===== config.mk =====
export PLATFORM = sky130hd
export DESIGN_NAME = timer_multi
export DESIGN_NICKNAME = d
export VERILOG_FILES = /design/src/rtl/timer_pkg.sv /design/src/rtl/timer_cmp_chan.sv /design/src/rtl/timer_multi.sv
export SDC_FILE = /design/constraint.sdc
export NUM_CORES = 1
export LEC_CHECK = 0
export ABC_AREA = 0
export BUFFER_PORTS_ARGS = -buffer_cell sky130_fd_sc_hd__buf_2
export CAP_MARGIN = 20
export CELL_PAD_IN_SITES_DETAIL_PLACEMENT = 0
export CELL_PAD_IN_SITES_GLOBAL_PLACEMENT = 2
export CORE_MARGIN = 1.5
export CORE_UTILIZATION = 36
export CTS_CLUSTER_SIZE = 28
export DETAILED_ROUTE_END_ITERATION = 12
export GPL_TIMING_DRIVEN = 0
export PLACE_DENSITY = 0.86
export SLEW_MARGIN = 40
export SYNTH_ARGS = -nofsm -noshare
export SYNTH_HDL_FRONTEND = slang
export SYNTH_SLANG_ARGS = --single-unit

===== constraint.sdc =====
create_clock -name CLK100MHZ -period 7.2 [get_ports CLK100MHZ]
set_clock_uncertainty 0.2 [all_clocks]
set_input_delay 0 -clock CLK100MHZ [delete_from_list [all_inputs] [get_ports CLK100MHZ]]
set_output_delay 0 -clock CLK100MHZ [all_outputs]
set_load 0.02 [all_outputs]

===== src/rtl/timer_pkg.sv =====
// Shared constants and elaboration helpers for the multi-channel timer.
// Latency: none (package only).
// Backpressure: none (package only).
package timer_pkg;

    // Compare write modes, sampled alongside cmp_we.
    localparam logic CMP_ONESHOT  = 1'b0;
    localparam logic CMP_PERIODIC = 1'b1;

    // Clock cycles per time-base tick. A zero tick rate yields 0 so the
    // top level can reject it instead of dividing by zero.
    function automatic int unsigned div_calc(input int unsigned clk_hz,
                                             input int unsigned tick_hz);
        if (tick_hz == 0) begin
            return 0;
        end
        return clk_hz / tick_hz;
    endfunction

    // Prescaler width: enough to hold 0..DIV-1, never narrower than one bit.
    function automatic int unsigned presc_w_calc(input int unsigned div);
        if (div <= 2) begin
            return 1;
        end
        return $clog2(div);
    endfunction

endpackage


===== src/rtl/timer_cmp_chan.sv =====
// One compare channel: absolute one-shot or relative periodic match with sticky irq.
// Latency: irq rises on the same edge that the matching now value becomes visible.
// Backpressure: none; write and ack strobes are taken every cycle.
module timer_cmp_chan
    import timer_pkg::*;
#(
    parameter int unsigned WIDTH = 64
) (
    input  logic             clk,
    input  logic             reset,
    input  logic             inc,
    input  logic [WIDTH-1:0] now,
    input  logic [WIDTH-1:0] now_next,
    input  logic             cmp_we,
    input  logic             cmp_mode,
    input  logic [WIDTH-1:0] cmp_val,
    input  logic             irq_ack,
    output logic             irq
);

    logic [WIDTH-1:0] cmp_q, cmp_d;
    logic [WIDTH-1:0] per_q, per_d;
    logic             armed_q, armed_d;
    logic             irq_q, irq_d;
    logic [WIDTH-1:0] now_inc;
    logic             match;

    // Only a real increment can match; load and clear never drive inc.
    assign now_inc = now + WIDTH'(1);
    assign match   = inc & armed_q & (now_inc == cmp_q);

    // Next-state: match handling first, then a write overrides cmp/per/armed.
    always_comb begin
        cmp_d   = cmp_q;
        per_d   = per_q;
        armed_d = armed_q;
        irq_d   = irq_q;

        // Set beats ack when both land on the same edge.
        if (match) begin
            irq_d = 1'b1;
        end else if (irq_ack) begin
            irq_d = 1'b0;
        end

        if (match) begin
            if (per_q == '0) begin
                armed_d = 1'b0;
            end else begin
                cmp_d = cmp_q + per_q;
            end
        end

        // A write in the same cycle as a match keeps the old-value irq above
        // but fully decides the new compare state.
        if (cmp_we) begin
            armed_d = 1'b1;
            if (cmp_mode == CMP_ONESHOT) begin
                cmp_d = cmp_val;
                per_d = '0;
            end else begin
                cmp_d = now_next + cmp_val;
                per_d = cmp_val;
            end
        end
    end

    // Channel state registers with synchronous reset.
    always_ff @(posedge clk) begin
        if (reset) begin
            cmp_q   <= '0;
            per_q   <= '0;
            armed_q <= 1'b0;
            irq_q   <= 1'b0;
        end else begin
            cmp_q   <= cmp_d;
            per_q   <= per_d;
            armed_q <= armed_d;
            irq_q   <= irq_d;
        end
    end

    assign irq = irq_q;

endmodule


===== src/rtl/timer_multi.sv =====
// Prescaled WIDTH-bit time base with clear/load, sticky wrap flag and NUM_CMP compare channels.
// Latency: now/tick/ovf/irq are registered; a strobe takes effect on the next edge.
// Backpressure: none; every strobe is accepted in the cycle it is presented.
module timer_multi
    import timer_pkg::*;
#(
    parameter int unsigned CLK_HZ  = 100000000,
    parameter int unsigned TICK_HZ = 1000000,
    parameter int unsigned WIDTH   = 64,
    parameter int unsigned NUM_CMP = 2
) (
    input  logic               CLK100MHZ,
    input  logic               reset,
    input  logic               en,
    input  logic               clr,
    input  logic               load,
    input  logic [WIDTH-1:0]   load_val,
    output logic [WIDTH-1:0]   now,
    output logic               tick,
    output logic               ovf,
    input  logic [NUM_CMP-1:0] cmp_we,
    input  logic [NUM_CMP-1:0] cmp_mode,
    input  logic [WIDTH-1:0]   cmp_val,
    input  logic [NUM_CMP-1:0] irq_ack,
    output logic [NUM_CMP-1:0] irq
);

    localparam int unsigned DIV     = div_calc(CLK_HZ, TICK_HZ);
    localparam int unsigned PRESC_W = presc_w_calc(DIV);
    localparam logic [PRESC_W-1:0] PRESC_LAST = PRESC_W'(DIV - 1);

    // Reject clock/tick ratios that are not a whole number of cycles.
    if ((TICK_HZ == 0) || (DIV < 1) ||
        ((CLK_HZ % ((TICK_HZ == 0) ? 1 : TICK_HZ)) != 0)) begin : g_bad_div
        $error("timer_multi: CLK_HZ must be a non-zero multiple of TICK_HZ");
    end

    if ((NUM_CMP < 1) || (NUM_CMP > 8)) begin : g_bad_num_cmp
        $error("timer_multi: NUM_CMP must be in 1..8");
    end

    logic [PRESC_W-1:0] presc_q, presc_d;
    logic [WIDTH-1:0]   now_q, now_d;
    logic               tick_q, tick_d;
    logic               ovf_q, ovf_d;
    logic               inc;

    // Strobes pre-empt the increment so a clear or load never counts as a tick.
    assign inc = en & (presc_q == PRESC_LAST) & ~clr & ~load;

    // Next-state for prescaler, time base and wrap flag; priority clr > load > inc.
    always_comb begin
        presc_d = presc_q;
        now_d   = now_q;
        ovf_d   = ovf_q;
        tick_d  = 1'b0;

        if (clr) begin
            now_d   = '0;
            presc_d = '0;
            ovf_d   = 1'b0;
        end else if (load) begin
            now_d   = load_val;
            presc_d = '0;
        end else if (inc) begin
            presc_d = '0;
            now_d   = now_q + WIDTH'(1);
            tick_d  = 1'b1;
            if (now_q == '1) begin
                ovf_d = 1'b1;
            end
        end else if (en) begin
            presc_d = presc_q + PRESC_W'(1);
        end
        // en low: prescaler and counter hold, keeping any partial count.
    end

    // Time-base registers with synchronous reset.
    always_ff @(posedge CLK100MHZ) begin
        if (reset) begin
            presc_q <= '0;
            now_q   <= '0;
            tick_q  <= 1'b0;
            ovf_q   <= 1'b0;
        end else begin
            presc_q <= presc_d;
            now_q   <= now_d;
            tick_q  <= tick_d;
            ovf_q   <= ovf_d;
        end
    end

    // Each channel sees the current time and the value it takes on this edge,
    // so periodic writes are relative to the time actually in effect.
    for (genvar g = 0; g < NUM_CMP; g++) begin : g_chan
        timer_cmp_chan #(
            .WIDTH (WIDTH)
        ) u_chan (
            .clk      (CLK100MHZ),
            .reset    (reset),
            .inc      (inc),
            .now      (now_q),
            .now_next (now_d),
            .cmp_we   (cmp_we[g]),
            .cmp_mode (cmp_mode[g]),
            .cmp_val  (cmp_val),
            .irq_ack  (irq_ack[g]),
            .irq      (irq[g])
        );
    end

    assign now  = now_q;
    assign tick = tick_q;
    assign ovf  = ovf_q;

endmodule


== After elaboration in Yosys (flattened, before gate mapping) ==
Index checks and enable logic that the tools add are counted.

* Word-level logic and storage cells: 72
* Register bits after elaboration: 333
* Input port bits: 139
* Output and inout port bits: 68

* Equality and inequality tests: 6
* Reductions and logical operators: 16
* Bitwise logic cells: 9
* Muxes and demuxes: 24
* $add $sub $neg: 5

{| class="wikitable"
|+ Operators with widths
! cell !! count
|-
| 64-bit 2-to-1 mux || 13
|-
| 64-bit adder || 3
|-
| 64-bit equality test || 2
|-
| 64-bit zero test || 2
|-
| 64-bit by 1-bit adder with 64-bit output, second input constant || 1
|-
| 64-bit equality test, second input constant || 1
|-
| 2-bit nonzero test || 6
|-
| 1-bit 2-to-1 mux || 11
|-
| 2-bit AND reduction || 4
|-
| 7-bit by 1-bit adder with 7-bit output, second input constant || 1
|-
| 1-bit bitwise AND || 7
|-
| 7-bit equality test, second input constant || 1
|-
| 2-bit != test, second input constant || 2
|-
| 4-bit OR reduction || 1
|-
| 3-bit AND reduction || 1
|-
| 3-bit OR reduction || 1
|-
| 1-bit inverter || 2
|-
| 2-bit OR reduction || 1
|}

== Logic depth before layout (Yosys ltp) ==
* Depth after elaboration: 10
* Depth in mapped cells: 27
* Mapped depth without buffers: 24

== Cells and area by module ==
Synthesis repeated with hierarchy kept, for this count alone.

* Cells, all modules: 4969
* Area total of the unflattened synthesis: 36158.4 µm²

{| class="wikitable"
|+ Modules (own cells, without submodules)
! module !! sequential area each (µm²) !! instances !! cells an instance !! area an instance (µm²)
|-
| timer_cmp_chan at g_chan[1].u_chan || 2602.5 || 1 || 2157 || 15770.1
|-
| timer_cmp_chan at g_chan[0].u_chan || 2602.5 || 1 || 2153 || 15561.2
|-
| timer_multi || 1461.4 || 1 || 659 || 4827.1
|}

== Worst setup path after synthesis ==
OpenSTA, ideal clock, no wires.

* Kind: register to register
* Start point: register now_q[9], in the netlist now[9]
* End point: register g_chan[0].u_chan.cmp_q[58]
* Arrival: 5.513 ns
* Period minus slack after synthesis: 5.837 ns
* Library setup time: 0.124 ns
* Setup slack: 1.363 ns
* Path buffers: 3
* Stages on the path, launching flop included: 27
* Cell sequence: dfxtp_1 buf_4 nand4_2 or4_1 clkbuf_1 nor4_2 nand3_1 nor2_1 xnor2_1 nor2_1 a21oi_1 nor2_1 ha_1 clkbuf_1 a21o_1 a31oi_1 o21ai_0 a31oi_1 nor3_1 a211o_1 o21ai_0 a211o_1 a211oi_1 nor2b_1 xnor2_1 a221oi_1 a21oi_1

* Word-level cells in the longest chain between the ends: 7

{| class="wikitable"
|+ RTL lines
! element !! line !! RTL
|-
| start: declaration || timer_multi.sv:43 || <nowiki>logic [WIDTH-1:0] now_q, now_d;</nowiki>
|-
| start signal: assignment || timer_multi.sv:87 || <nowiki>now_q <= now_d;</nowiki>
|-
| 64-bit by 1-bit adder with 64-bit output || timer_multi.sv:67 || <nowiki>now_d = now_q + WIDTH'(1);</nowiki>
|-
| 64-bit 2-to-1 mux || timer_multi.sv:65 || <nowiki>end else if (inc) begin</nowiki>
|-
| 64-bit 2-to-1 mux || timer_multi.sv:62 || <nowiki>end else if (load) begin</nowiki>
|-
| 64-bit 2-to-1 mux || timer_multi.sv:58 || <nowiki>if (clr) begin</nowiki>
|-
| via g_chan[0].u_chan.now_next[33] || timer_cmp_chan.sv:13 || <nowiki>input logic [WIDTH-1:0] now_next,</nowiki>
|-
| 64-bit adder || timer_cmp_chan.sv:62 || <nowiki>cmp_d = now_next + cmp_val;</nowiki>
|-
| 64-bit 2-to-1 mux || timer_cmp_chan.sv:58 || <nowiki>if (cmp_mode == CMP_ONESHOT) begin</nowiki>
|-
| 64-bit 2-to-1 mux || timer_cmp_chan.sv:56 || <nowiki>if (cmp_we) begin</nowiki>
|-
| end signal: assignment || timer_cmp_chan.sv:76 || <nowiki>cmp_q <= cmp_d;</nowiki>
|-
| end: declaration || timer_cmp_chan.sv:21 || <nowiki>logic [WIDTH-1:0] cmp_q, cmp_d;</nowiki>
|}

The timed path passes the listed nets, and every way through them passes these cells.
A chain may end at the register's enable or synchronous reset.

== Worst setup path in the final report ==
* Start point: register now_q[7], in the netlist now[7]
* End point: register g_chan[0].u_chan.cmp_q[58]

Same word-level chain as after synthesis.

==> results_dict.tcl <==
set metrics [dict create \
    synth-compound-area-share_pct 27.0 \
    synth_top_family_by_area "compound AO/OA/AOI/OAI gates" \
    drtIter0Drc 3882 \
    worstHoldPathCells 4 \
    required_ns 7.50 \
    htreeDepth 2 \
    grt_start_max_net_pins 15 \
    syn_area_per_cell_um2 7.31 \
    overflow 0 \
    cts_tree "yes" \
    die_w_um 293 \
    arrival_ns 7.42 \
    worstReg2RegEnd "g_chan[0].u_chan.cmp_q[58]$_SDFFE_PP0P_" \
    fin_nets 4877 \
    final-hold-violation-count 0 \
    core_mm2 0.0836 \
    peakVddDrop_mv 0.161 \
    async_reset_ff_share_pct 0 \
    crit_path_end_kind "register" \
    finish.utilization_pct 43.1 \
    final_common_cell "a21oi_1" \
    nFillCells 8874 \
    area_delta_synth_final_pct 18.6 \
    dr.pass1.iters 5 \
    synth_seq_cells 333 \
    cp-start-kind "register" \
    grt_usage_pct 38.3 \
    r2r_cells 23 \
    power_density_mw_per_mm2 173 \
    cts_inserted_buffers 43 \
    slew_viol_final 0 \
    synth_xor_xnor_area_share_pct 10.7 \
    synth_mux_area_share_pct 2.57 \
    ys_types 94 \
    min_from "load_val[59]" \
    cp_common_cell "nor2_1" \
    die_area_mm2 0.0860 \
    synth_largest_area_cell "dfxtp_1" \
    synth-simple-area-share_pct 25.1 \
    synth_edf_count 0 \
    antenna_found_initial 1 \
    finalWirelength_um 171000 \
    synth_area_mm2 0.0303 \
    worst_slew_pin_slew_ns 0.950 \
    grt.busiest_layer "met2" \
    fmax_mhz 140 \
    cts_sinks 333 \
    synthFlopType "dfxtp_1" \
    grt.met1_usage_pct 52.8 \
    drv_cap 0 \
    path_clk_slew_ns 0.06 \
    syn_nets 4482 \
    power_leakage_nw 15.0 \
    r2r_start "now[7]$_SDFF_PP0_" \
    grt_use_met3_pct 6.05 \
    dp.final_hpwl_um 142000 \
    grt_pass1_vias 31700 \
    avgViaCountPerCell 6.14 \
    avgRoutedWirePerCell_um 30.2 \
    clk_latency_ns 0.63 \
    synth_adder_area_share_pct 8.08 \
    layout_common_cells "462 x a21oi_1, 436 x nor2_1, 332 x dfxtp_1" \
    rrSetupSlack_ns 0.08 \
    post-route-period-util_pct 98.9 \
    run_status "finished, final reports clean" \
    syn-instance-count 4149 \
    ys_seq_area_share_pct 22.0 \
    slew_headroom_pct 35.8 \
    port_buffers 202 \
    synth_top_area_share_pct 22.0 \
    rows 106 \
    place_congestion 1.03 \
    yosys_warnings 0 \
    drc_errors 0 \
    grt_setup_unrepaired "false" \
    cts_root_buf "clkbuf_16" \
    final.setup.tns_ns 0 \
    grt_pass1_wl_um 235000 \
    period_needed_ns 7.12 \
    path_class "register to register" \
    critPathMaxStageDelay_ns 0.79 \
    io_pins 207 \
    cp_max_fo 10 \
    min_delay_worst_endpoint "now[59]$_SDFF_PP0_" \
    initial_core_util_pct 36.3 \
    drive_gt1_share_pct 10.6 \
    grtUsageMet2_pct 57.5 \
    num_vias 34700 \
    synth_area_leaders "dfxtp_1 22%, ha_1 7.9%, a21oi_1 7.7%" \
    die_y_um 293 \
    hold_ws_ns 0.0289 \
    path_cells "buf_2 > nand4_1 > buf_4 > nor4_4 > nand3_1 > or4_1 > nor2_1 > xnor2_1 > nor2_1 > a21oi_1 > nor2_1 > ha_1 > nand3_1 > nor2_1 > and3_1 > a41o_1 > o21ai_1 > a211o_1 > a211oi_2 > nor2b_1 > xnor2_1 > a221oi_1 > a21oi_1" \
    min_path_type "input port to register" \
    ant_nets 0 \
    final-setup-viol-count 0 \
    cp_slowest_cell "or4_1" \
    clock_path_buffers 3 \
]
[per-stage QoR]
stage,cells,setup WS [ns],power [mW],instance area (um2)
floorplan,4149,1.36,3.10,30300
global route,5655,0.00703,6.38,36000
global placement,5431,-1.43,3.80,32700
finish,5656,0.0790,6.21,36000
detailed placement,5438,-0.759,3.80,32900
CTS,5653,0.0327,6.14,35800
[how the worst max path moves through the flow]
stage,from,to,depth (start not counted)
after floorplan,now[9]$_SDFF_PP0_,g_chan[0].u_chan.cmp_q[58]$_SDFFE_PP0P_,26
after global placement,presc_q[0]$_SDFFE_PP0P_,g_chan[0].u_chan.cmp_q[57]$_SDFFE_PP0P_,25
after detailed placement,presc_q[0]$_SDFFE_PP0P_,g_chan[0].u_chan.cmp_q[57]$_SDFFE_PP0P_,25
after CTS,now[32]$_SDFF_PP0_,g_chan[0].u_chan.cmp_q[63]$_SDFFE_PP0P_,22
after global routing,now[20]$_SDFF_PP0_,g_chan[0].u_chan.cmp_q[63]$_SDFFE_PP0P_,26
final,now[7]$_SDFF_PP0_,g_chan[0].u_chan.cmp_q[58]$_SDFFE_PP0P_,23
[logic make-up (layout without fill, tap and decap cells)]
kind of cell    Yosys count  in the layout
fa+ha+maj               194            194
flops                   333            333
simple gates           1541           1541
buf+inv                 351            777
compound gates         1289           1289
mux                      76             76
other cells               0              1
xor+xnor                365            365
[flip-flops by register name (all words and copies together) (netlist names)]
name	count
g_chan.u_chan.per_q	128
presc_q	7
tick	1
ovf	1
g_chan.u_chan.armed_q	2
now	64
g_chan.u_chan.cmp_q	128
g_chan.u_chan.irq	2
[Yosys cell counts (69+ instances only)]
cell        n
a21oi_1   464
nor2_1    453
dfxtp_1   333
nand2_1   318
xnor2_1   223
clkbuf_1  213
o21ai_0   206
ha_1      191
nand3_1   163
xor2_1    139
a21o_1    137
nor3_1    135
nand2b_1   98
a22oi_1    72
o211ai_1   71
inv_1      69
[cell type report]
type	instances	area, um2	share of cell area, %
multi-input cells	3465	22600	62.8
flip-flops and latches	333	6670	18.5
repair buffers	353	2490	6.93
well taps	1080	1350	3.76
clock buffers	57	1230	3.41
plain buffers	277	1170	3.26
inverters	71	267	0.741
clock inverters	19	216	0.602
diodes	1	2.50	0.00695
[timing repair]
action | CTS | global route
hold buffers | 137 | 0
gates cloned | 0 | 0
pin swaps | 1 | 2
endpoints found under the setup margin | 22 | 25
hold endpoints to repair | 329 | 0
buffers inserted | 3 | 4
resized for setup | 22 | 39
[layer usage]
layer  routed length, um  part of all wire (%)  vias up
met5                   0                     0        -
met1               73800                    43    16500
met2               71600                    42     1862
li1                    -                     -    16000
met4                9550                   5.6        0
met3               16100                   9.4      339
[critical path, delay by kind of cell, from the launching register on]
family          cells  cell delay, ns
simple gates       11            3.51
compound gates      7            1.83
buf+inv             2            0.47
flops               1            0.35
fa+ha+maj           1            0.32
xor+xnor            2            0.29
[power breakdown]
part | leakage, nW | total (mW) | switching (mW) | internal [mW]
Sequential | 2.73 | 2.16 | 0.216 | 1.94
Clock | 0.717 | 2.30 | 0.989 | 1.31
Combinational | 11.5 | 1.75 | 1.13 | 0.620
Total | 15.0 | 6.21 | 2.34 | 3.87
Power figures use the tool's default switching activity.
